### src/rtl/led595_pkg.sv
// Shared types and constants for the 74HC595 LED serializer.
package led595_pkg;

    typedef enum logic [2:0] {IDLE, SH_LO, SH_HI, LT_HI, LT_LO} state_t;

    localparam int DEF_WIDTH    = 16;
    localparam int DEF_DIV      = 4;
    localparam int DEF_PWM_BITS = 4;

    // clk cycles from load acceptance to the end of the latch pulse
    function automatic int frame_cycles(input int width, input int div);
        return (2 * width + 2) * div;
    endfunction

endpackage

### src/rtl/led595_serializer_if.sv
// Pattern request / 595 pin bundle for led595_serializer.
// The bright signal exists only when LED595_PWM_EN is defined.
interface led595_serializer_if #(
    parameter int WIDTH = 16
`ifdef LED595_PWM_EN
  , parameter int PWM_BITS = 4
`endif
);
    logic [WIDTH-1:0]    pattern_in;
    logic                load;
`ifdef LED595_PWM_EN
    logic [PWM_BITS-1:0] bright;
`endif
    logic                busy;
    logic                done;
    logic                ser;
    logic                srclk;
    logic                rclk;
    logic                oe_n;

`ifdef LED595_PWM_EN
    modport master (output pattern_in, load, bright,
                    input  busy, done, ser, srclk, rclk, oe_n);
    modport slave  (input  pattern_in, load, bright,
                    output busy, done, ser, srclk, rclk, oe_n);
`else
    modport master (output pattern_in, load,
                    input  busy, done, ser, srclk, rclk, oe_n);
    modport slave  (input  pattern_in, load,
                    output busy, done, ser, srclk, rclk, oe_n);
`endif
endinterface

### src/rtl/led595_phase_timer.sv
// DIV-cycle phase counter; last marks the final cycle of each phase.
module led595_phase_timer #(
    parameter int DIV = 4
) (
    input  logic clk,
    input  logic rst_n,
    input  logic clear,
    output logic last
);
    localparam int CW = (DIV > 1) ? $clog2(DIV) : 1;

    logic [CW-1:0] cnt;

    assign last = (cnt == CW'(DIV - 1));

    always_ff @(posedge clk or negedge rst_n) begin
        if (!rst_n)             cnt <= '0;
        else if (clear || last) cnt <= '0;
        else                    cnt <= cnt + CW'(1);
    end
endmodule

### src/rtl/led595_serializer.sv
// Shifts a WIDTH-bit LED pattern into two chained 74HC595s, MSB first.
// Optional brightness PWM on oe_n is enabled by defining LED595_PWM_EN.
module led595_serializer
    import led595_pkg::*;
#(
    parameter int WIDTH = DEF_WIDTH,
    parameter int DIV   = DEF_DIV
`ifdef LED595_PWM_EN
  , parameter int PWM_BITS = DEF_PWM_BITS
`endif
) (
    input logic               clk,
    input logic               rst_n,
    led595_serializer_if.slave bus
);
    localparam int BW = $clog2(WIDTH + 1);

    state_t           state, state_nx;
    logic [WIDTH-1:0] shreg, shreg_nx;
    logic [WIDTH-1:0] pend_data, pend_data_nx;
    logic [BW-1:0]    bitcnt, bitcnt_nx;
    logic             pend, pend_nx;
    logic             shown, shown_nx;
    logic             done_nx;
    logic             last;

    // Phase counter free-runs across back-to-back frames; held at 0 in IDLE.
    led595_phase_timer #(.DIV(DIV)) u_timer (
        .clk   (clk),
        .rst_n (rst_n),
        .clear (state == IDLE),
        .last  (last)
    );

    always_comb begin
        state_nx     = state;
        shreg_nx     = shreg;
        bitcnt_nx    = bitcnt;
        pend_nx      = pend;
        pend_data_nx = pend_data;
        shown_nx     = shown;
        done_nx      = 1'b0;

        if (state != IDLE && bus.load) begin
            pend_nx      = 1'b1;
            pend_data_nx = bus.pattern_in;
        end

        case (state)
            IDLE: if (bus.load) begin
                shreg_nx  = bus.pattern_in;
                bitcnt_nx = '0;
                state_nx  = SH_LO;
            end
            SH_LO: if (last) state_nx = SH_HI;
            SH_HI: if (last) begin
                shreg_nx = shreg << 1;
                if (bitcnt == BW'(WIDTH - 1)) begin
                    bitcnt_nx = '0;
                    state_nx  = LT_HI;
                end else begin
                    bitcnt_nx = bitcnt + BW'(1);
                    state_nx  = SH_LO;
                end
            end
            LT_HI: if (last) state_nx = LT_LO;
            LT_LO: if (last) begin
                done_nx  = 1'b1;
                shown_nx = 1'b1;
                // a load in this very cycle is already folded into pend_nx
                if (pend_nx) begin
                    shreg_nx = pend_data_nx;
                    pend_nx  = 1'b0;
                    state_nx = SH_LO;
                end else begin
                    state_nx = IDLE;
                end
            end
            default: state_nx = IDLE;
        endcase
    end

    always_ff @(posedge clk or negedge rst_n) begin
        if (!rst_n) begin
            state     <= IDLE;
            shreg     <= '0;
            pend_data <= '0;
            bitcnt    <= '0;
            pend      <= 1'b0;
            shown     <= 1'b0;
        end else begin
            state     <= state_nx;
            shreg     <= shreg_nx;
            pend_data <= pend_data_nx;
            bitcnt    <= bitcnt_nx;
            pend      <= pend_nx;
            shown     <= shown_nx;
        end
    end

    // Pins are registered from next-state so they line up with the state register.
    always_ff @(posedge clk or negedge rst_n) begin
        if (!rst_n) begin
            bus.busy  <= 1'b0;
            bus.done  <= 1'b0;
            bus.ser   <= 1'b0;
            bus.srclk <= 1'b0;
            bus.rclk  <= 1'b0;
        end else begin
            bus.busy  <= (state_nx != IDLE);
            bus.done  <= done_nx;
            bus.ser   <= shreg_nx[WIDTH-1];
            bus.srclk <= (state_nx == SH_HI);
            bus.rclk  <= (state_nx == LT_HI);
        end
    end

`ifdef LED595_PWM_EN
    logic [PWM_BITS-1:0] pwm_cnt;

    always_ff @(posedge clk or negedge rst_n) begin
        if (!rst_n) begin
            pwm_cnt  <= '0;
            bus.oe_n <= 1'b1;
        end else begin
            pwm_cnt  <= pwm_cnt + PWM_BITS'(1);
            bus.oe_n <= !(shown && (pwm_cnt < bus.bright));
        end
    end
`else
    always_ff @(posedge clk or negedge rst_n) begin
        if (!rst_n) bus.oe_n <= 1'b1;
        else        bus.oe_n <= !shown_nx;
    end
`endif
endmodule

### src/flat_wrapper.sv
// flat-port wrapper written by rule: the top's interface ports become plain ports
module led595_serializer_flat import led595_pkg::*;
#(
    parameter int WIDTH = DEF_WIDTH,
    parameter int DIV   = DEF_DIV

)
  (clk, rst_n, bus_pattern_in, bus_load, bus_busy, bus_done, bus_ser, bus_srclk, bus_rclk, bus_oe_n);
  led595_serializer_if #(.WIDTH(WIDTH)) bus_i ();
  input logic clk;
  input logic rst_n;
  input wire logic [$bits(bus_i.pattern_in)-1:0] bus_pattern_in;
  input wire logic [$bits(bus_i.load)-1:0] bus_load;
  output wire logic [$bits(bus_i.busy)-1:0] bus_busy;
  output wire logic [$bits(bus_i.done)-1:0] bus_done;
  output wire logic [$bits(bus_i.ser)-1:0] bus_ser;
  output wire logic [$bits(bus_i.srclk)-1:0] bus_srclk;
  output wire logic [$bits(bus_i.rclk)-1:0] bus_rclk;
  output wire logic [$bits(bus_i.oe_n)-1:0] bus_oe_n;
  assign bus_i.pattern_in = bus_pattern_in;
  assign bus_i.load = bus_load;
  assign bus_busy = bus_i.busy;
  assign bus_done = bus_i.done;
  assign bus_ser = bus_i.ser;
  assign bus_srclk = bus_i.srclk;
  assign bus_rclk = bus_i.rclk;
  assign bus_oe_n = bus_i.oe_n;
  led595_serializer #(.WIDTH(WIDTH), .DIV(DIV)) u_core (.clk(clk), .rst_n(rst_n), .bus(bus_i));
endmodule
### config.mk
export PLATFORM = sky130hd
export DESIGN_NAME = led595_serializer_flat
export DESIGN_NICKNAME = d
export VERILOG_FILES = /design/src/rtl/led595_pkg.sv /design/src/rtl/led595_serializer_if.sv /design/src/rtl/led595_phase_timer.sv /design/src/rtl/led595_serializer.sv /design/src/flat_wrapper.sv
export SDC_FILE = /design/constraint.sdc
export NUM_CORES = 1
export LEC_CHECK = 0
export CAP_MARGIN = 5
export CELL_PAD_IN_SITES_DETAIL_PLACEMENT = 1
export CELL_PAD_IN_SITES_GLOBAL_PLACEMENT = 1
export CORE_UTILIZATION = 45
export DETAILED_ROUTE_END_ITERATION = 10
export HOLD_SLACK_MARGIN = 0.1
export MAX_ROUTING_LAYER = met4
export PLACE_DENSITY_LB_ADDON = 0.1
export RECOVER_POWER = 50
export SYNTH_ARGS = -nofsm -noshare
export SYNTH_HDL_FRONTEND = slang
export SYNTH_SLANG_ARGS = --single-unit
### constraint.sdc
create_clock -name clk -period 2.21 [get_ports clk]
set_clock_uncertainty 0.2 [all_clocks]
set_input_delay 0.221 -clock clk [delete_from_list [all_inputs] [get_ports clk]]
set_output_delay 0.221 -clock clk [all_outputs]
set_load 0.02 [all_outputs]
== After elaboration in Yosys (flattened, before gate mapping) ==
Cells that the tools add are included.

* Bits in registers: 49
* Word-level logic and storage cells: 63
* Bits of input ports: 19

* Add/sub/neg operators: 2
* Mux-type cells: 26
* Reductions and logical operators: 10
* Eq/ne operators: 12

{| class="wikitable"
|+ Operator list
! operator !! count
|-
| 16-bit two-way mux || 5
|-
| 16-bit one-hot mux with 3 select lines || 1
|-
| 3-bit two-way mux || 5
|-
| 5-bit two-way mux || 3
|-
| 3-bit one-hot mux with 5 select lines || 1
|-
| 3-bit by 2-bit equality test with 1-bit output, second input constant || 4
|-
| 5-bit one-hot mux with 2 select lines || 1
|-
| 3-bit nonzero test || 3
|-
| 1-bit two-way mux || 8
|-
| 2-bit inequality test, second input constant || 3
|-
| 5-bit by 1-bit adder with 5-bit output, second input constant || 1
|-
| 5-bit by 4-bit equality test with 1-bit output, second input constant || 1
|-
| 5-bit AND reduction || 1
|-
| 2-bit two-way mux || 2
|-
| 3-bit by 1-bit equality test with 1-bit output, second input constant || 1
|-
| 3-bit equality test, second input constant || 1
|-
| 3-bit zero test || 1
|-
| 3-bit AND reduction || 1
|-
| 2-bit by 1-bit adder with 2-bit output, second input constant || 1
|-
| 2-bit equality test, second input constant || 1
|-
| 2-bit by 1-bit inequality test with 1-bit output, second input constant || 1
|-
| 2-bit nonzero test || 1
|-
| 1-bit logical AND || 1
|-
| 1-bit zero test || 1
|-
| 1-bit logical OR || 1
|}

== Logic depth before layout (Yosys ltp) ==
* Depth after elaboration: 7
* Gate-level depth with buffers: 7
* Depth with buffers taken out: 5

== By module ==
From an unflattened synthesis, not the netlist that was laid out.

* Cell total of the unflattened synthesis: 240
* Area, all modules: 2708.8 sq um

{| class="wikitable"
|+ Modules (own cells, without submodules)
! module !! sequential area each (sq um) !! area each (sq um) !! cells each !! times used
|-
| led595_serializer || 1177.4 || 2623.8 || 235 || 1
|-
| led595_phase_timer || 50.0 || 85.1 || 5 || 1
|}

== Worst setup path before layout ==
Ideal clock, no wire load.

* Path kind: register to register
* Start point: reg u_core.state[1]
* End point: reg u_core.pend_data[1]
* Setup time: 0.125 ns
* Slack: 0.370 ns
* Data arrival time: 1.515 ns
* Stages on the path, launching flop included: 7
* Path buffers: 3
* Period minus slack after synthesis: 1.840 ns
* Required time: 1.885 ns
* Cells stage by stage: dfrtp_1 > buf_2 > nor3_1 > nand2b_1 > buf_2 > buf_6 > mux2_2

* Longest elaborated chain between the ends: 3

{| class="wikitable"
|+ RTL lines
! what !! line !! text
|-
| start: declaration || led595_serializer.sv:18 || <nowiki>state_t state, state_nx;</nowiki>
|-
| start signal: assignment || led595_serializer.sv:92 || <nowiki>state <= state_nx;</nowiki>
|-
| 3-bit nonzero test || led595_serializer.sv:44 || <nowiki>if (state != IDLE && bus.load) begin</nowiki>
|-
| 1-bit logical AND || led595_serializer.sv:44 ||
|-
| 16-bit two-way mux || led595_serializer.sv:44 ||
|-
| named net u_core.pend_data_nx[1] || led595_serializer.sv:20 || <nowiki>logic [WIDTH-1:0] pend_data, pend_data_nx;</nowiki>
|-
| end signal: assignment || led595_serializer.sv:94 || <nowiki>pend_data <= pend_data_nx;</nowiki>
|-
| end: declaration || led595_serializer.sv:20 ||
|}

The timed path passes the listed nets, and every way through them passes these cells.
A chain may end at the register's enable or synchronous reset.

== Final worst setup path ==
* Start point: reg u_core.state[1]
* End point: reg u_core.shreg[15]

* Longest elaborated chain between the ends: 6
* Elaborated cells between the ends (all ways): 16
* Those cells by class: 6 x eq/ne; 5 x mux; 5 x reduce/logical

{| class="wikitable"
|+ RTL lines
! what !! line !! text
|-
| 3-bit nonzero test || led595_serializer.sv:44 ||
|-
| 1-bit logical AND || led595_serializer.sv:44 ||
|-
| 16-bit two-way mux || led595_serializer.sv:44 ||
|-
| 16-bit two-way mux || led595_serializer.sv:71 || <nowiki>if (pend_nx) begin</nowiki>
|-
| 16-bit two-way mux || led595_serializer.sv:67 || <nowiki>LT_LO: if (last) begin</nowiki>
|-
| 16-bit one-hot mux with 3 select lines || led595_serializer.sv:49 || <nowiki>case (state)</nowiki>
|-
| end signal: assignment || led595_serializer.sv:93 || <nowiki>shreg <= shreg_nx;</nowiki>
|-
| end: declaration || led595_serializer.sv:19 || <nowiki>logic [WIDTH-1:0] shreg, shreg_nx;</nowiki>
|}

Several ways; a longest one is shown, not always the timed one. The select of a mux whose other input is x is not followed.

==> impl_metrics.py <==
metrics = {
    "worst_setup_path": {
        "crit_path_end_kind": "flop",
        "startpoint_type": "flop",
        "cp_top_family": "simple AND/OR/NAND/NOR gates",
        "cp_cell_sequence": "nor2_1, a32oi_1, o211ai_1, mux2_4",
        "ff2ff_setup_slack_ps": 150,
        "crit_fanout": 14,
        "critPathKind": "reg -> reg",
        "critPathSlowestCell": "nor2_1",
        "critPathBufInv": 0,
        "cp.arrival_ps": 2100,
        "cp_data_required_time_ps": 2250,
        "critPathMaxStageDelay_ps": 890,
    },
    "floorplan": {
        "coreArea_mm2": 0.00557,
        "io_pins": 25,
        "fp.dieW_um": 78.5,
        "fp-row-count": 27,
        "die_area_mm2": 0.00617,
        "start_util_pct": 47.3,
        "die_y_um": 78.5,
    },
    "drt": {
        "wl_per_cell_um": 18.5,
        "drt.antenna.violating_nets": 0,
        "vias": 2064,
        "drtIter0Drc": 94,
        "wirelength_um": 6400,
        "drt-vias-per-instance": 5.98,
        "first_pass_iters": 6,
        "drcViolationCount": 0,
    },
    "run_status": {
        "status": "finished, final reports clean",
    },
    "cells_and_area": {
        "diodes": 0,
        "final_core_util_pct": 55.9,
        "final_cell_area_mm2": 0.00311,
        "multi_input_area_mm2": 0.00126,
        "seq_area_mm2": 0.00123,
        "stdcell_count": 345,
        "fin_nets": 293,
        "drive_above_1_share_pct": 20.9,
        "syn_to_final_growth_pct": 18.1,
        "fillerInstances": 628,
    },
    "timing": {
        "finalCritPeriodShare_pct": 93.4,
        "slew_headroom_pct": 23.9,
        "tightest_slew_ps": 1140,
        "fmax_mhz": 485,
        "finalHoldViolCount": 0,
        "final_max_slew_viol_count": 0,
        "setup-tns-final_ps": 0,
        "finalSetupViolCount": 0,
        "period_needed_ps": 2060,
        "timing.final.ws_setup_ps": 146,
        "fin_worst_hold_slack_ps": 243,
        "rsz0062_at_grt": "no",
    },
    "logic_synthesis": {
        "synth_edf_count": 0,
        "syn-instance-count": 246,
        "async_flop_share_pct": 100,
        "synth.distinct_cells": 47,
        "yosysSeqAreaShare_pct": 46.6,
        "synth_top_area_share_pct": 45.6,
        "ys_ff_latch": 49,
        "synth_area_leader_cell": "dfrtp_1",
        "synth_fp_nets": 267,
        "synthFlopType": "dfrtp_1",
        "yosysWarnings": 0,
        "avgSynthCellArea_um2": 10.7,
        "synth_commonest_cells": "dfrtp_1, nand2_1, mux2_2, a32oi_1, nand3_1",
        "syn_area_mm2": 0.00264,
        "yosysMostFrequentCell": "dfrtp_1",
        "synthTopCellsByArea": "dfrtp_1, mux2_2, mux2_4",
    },
    "placement": {
        "post-place-ws_ps": 109,
        "io_buffers": 24,
        "dpl-instance-area_mm2": 0.00303,
        "place_congestion": 0.800,
        "post-place-cells": 336,
        "post-dp-hpwl_um": 4270,
    },
    "global_routing": {
        "grt_max_degree": 32,
        "overflow": 0,
        "antenna_found_initial": 0,
        "grt_pass1_vias": 2084,
        "grt_usage_pct": 23.2,
        "grt_pass1_wl_um": 10700,
    },
    "clocking": {
        "h-tree-depth": 2,
        "cts_resized": 0,
        "insertion_delay_ps": 300,
        "clockBufferDepth": 2,
        "clk_pin_slew_ps": 90,
        "cts_inserted_buffers": 5,
        "cts_tree": "yes",
        "root_buffer": "clkbuf_8",
        "cts_sinks": 49,
    },
    "pwr": {
        "power_leakage_nw": 1.31,
        "powerDensity_mw_per_mm2": 1310,
        "vdd_drop_max_mv": 0.506,
        "power_mw": 4.07,
    },
    "job": {
        "maxCapViolCount": 0,
    },
    "hold_path": {
        "hold_path_class": "reg -> reg",
    },
}
-- repair_timing --
action                                  CTS  global route
endpoints found under the setup margin    0             0
hold buffers                              1             0
hold endpoints to repair                 48             0
setup buffers                             0             0
-- area by class of cell --
class	count	area share [%]
Inverter	9	1.08
Tap cell	72	2.89
Clock buffer	8	2.57
Multi-Input combinational cell	165	40.5
Sequential cell	49	39.4
Timing Repair Buffer	42	13.5
-- logic make-up (layout without fill, tap and decap cells) --
| logic type | after synthesis | after routing | share of synthesized area (%) |
|---|---|---|---|
| and+or+nand+nor | 66 | 66 | 12.6 |
| AOI/OAI and AO/OA | 65 | 65 | 19.2 |
| DFF | 49 | 49 | 46.6 |
| muxes | 32 | 32 | 15.0 |
| buffers and inverters | 32 | 59 | 5.70 |
| adders and majority gates | 2 | 2 | 0.949 |
-- flip-flops by register name, summed over array words and instances, names as in the netlist --
signal and flops:
u_core.pend_data 16, u_core.shreg 16, u_core.bitcnt 5, u_core.state 3
u_core.u_timer.cnt 2, u_core.bus.busy 1, u_core.bus.done 1, u_core.bus.oe_n 1
u_core.bus.rclk 1, u_core.bus.srclk 1, u_core.pend 1, u_core.shown 1
-- where the power goes --
part	switching, mW	leakage (nW)	internal (mW)	total, mW
clock network	0.295	0.0395	0.226	0.521
registers	0.249	0.578	1.28	1.53
logic	1.03	0.687	0.999	2.03
-- final timing paths --
| check | end | start | cells after the start |
|---|---|---|---|
| setup / recovery | u_core.shreg[15] | u_core.state[1] | 4 |
| hold / removal | u_core.u_timer.cnt[0] | u_core.u_timer.cnt[0] | 1 |
| setup reg to reg | u_core.shreg[15] | u_core.state[1] | 4 |
| hold reg to reg | u_core.u_timer.cnt[0] | u_core.u_timer.cnt[0] | 1 |
| max in group asynchronous | u_core.bus.oe_n | rst_n | 3 |
| min in group asynchronous | u_core.u_timer.cnt[0] | rst_n | 2 |
-- routing by layer --
| metal | track usage [%] | part of all wire [%] |
|---|---|---|
| met4 | 6.67 | 1.2 |
| met3 | 3.14 | 2.8 |
| met5 | - | 0 |
| met2 | 35.2 | 46 |
| met1 | 32.3 | 50 |
-- placed cells by master (no fill, tap or decap), drive strengths merged, types with 5 or more instances in the layout --
cell type,n
dfrtp,48
a2bb2oi,14
inv,9
nand3,16
o211ai,11
clkdlybuf4s50,23
o21ai,5
a32oi,16
a21oi,7
mux2,30
clkbuf,9
nand2,22
buf,17
No activity file was read; power rests on OpenSTA's default activity.
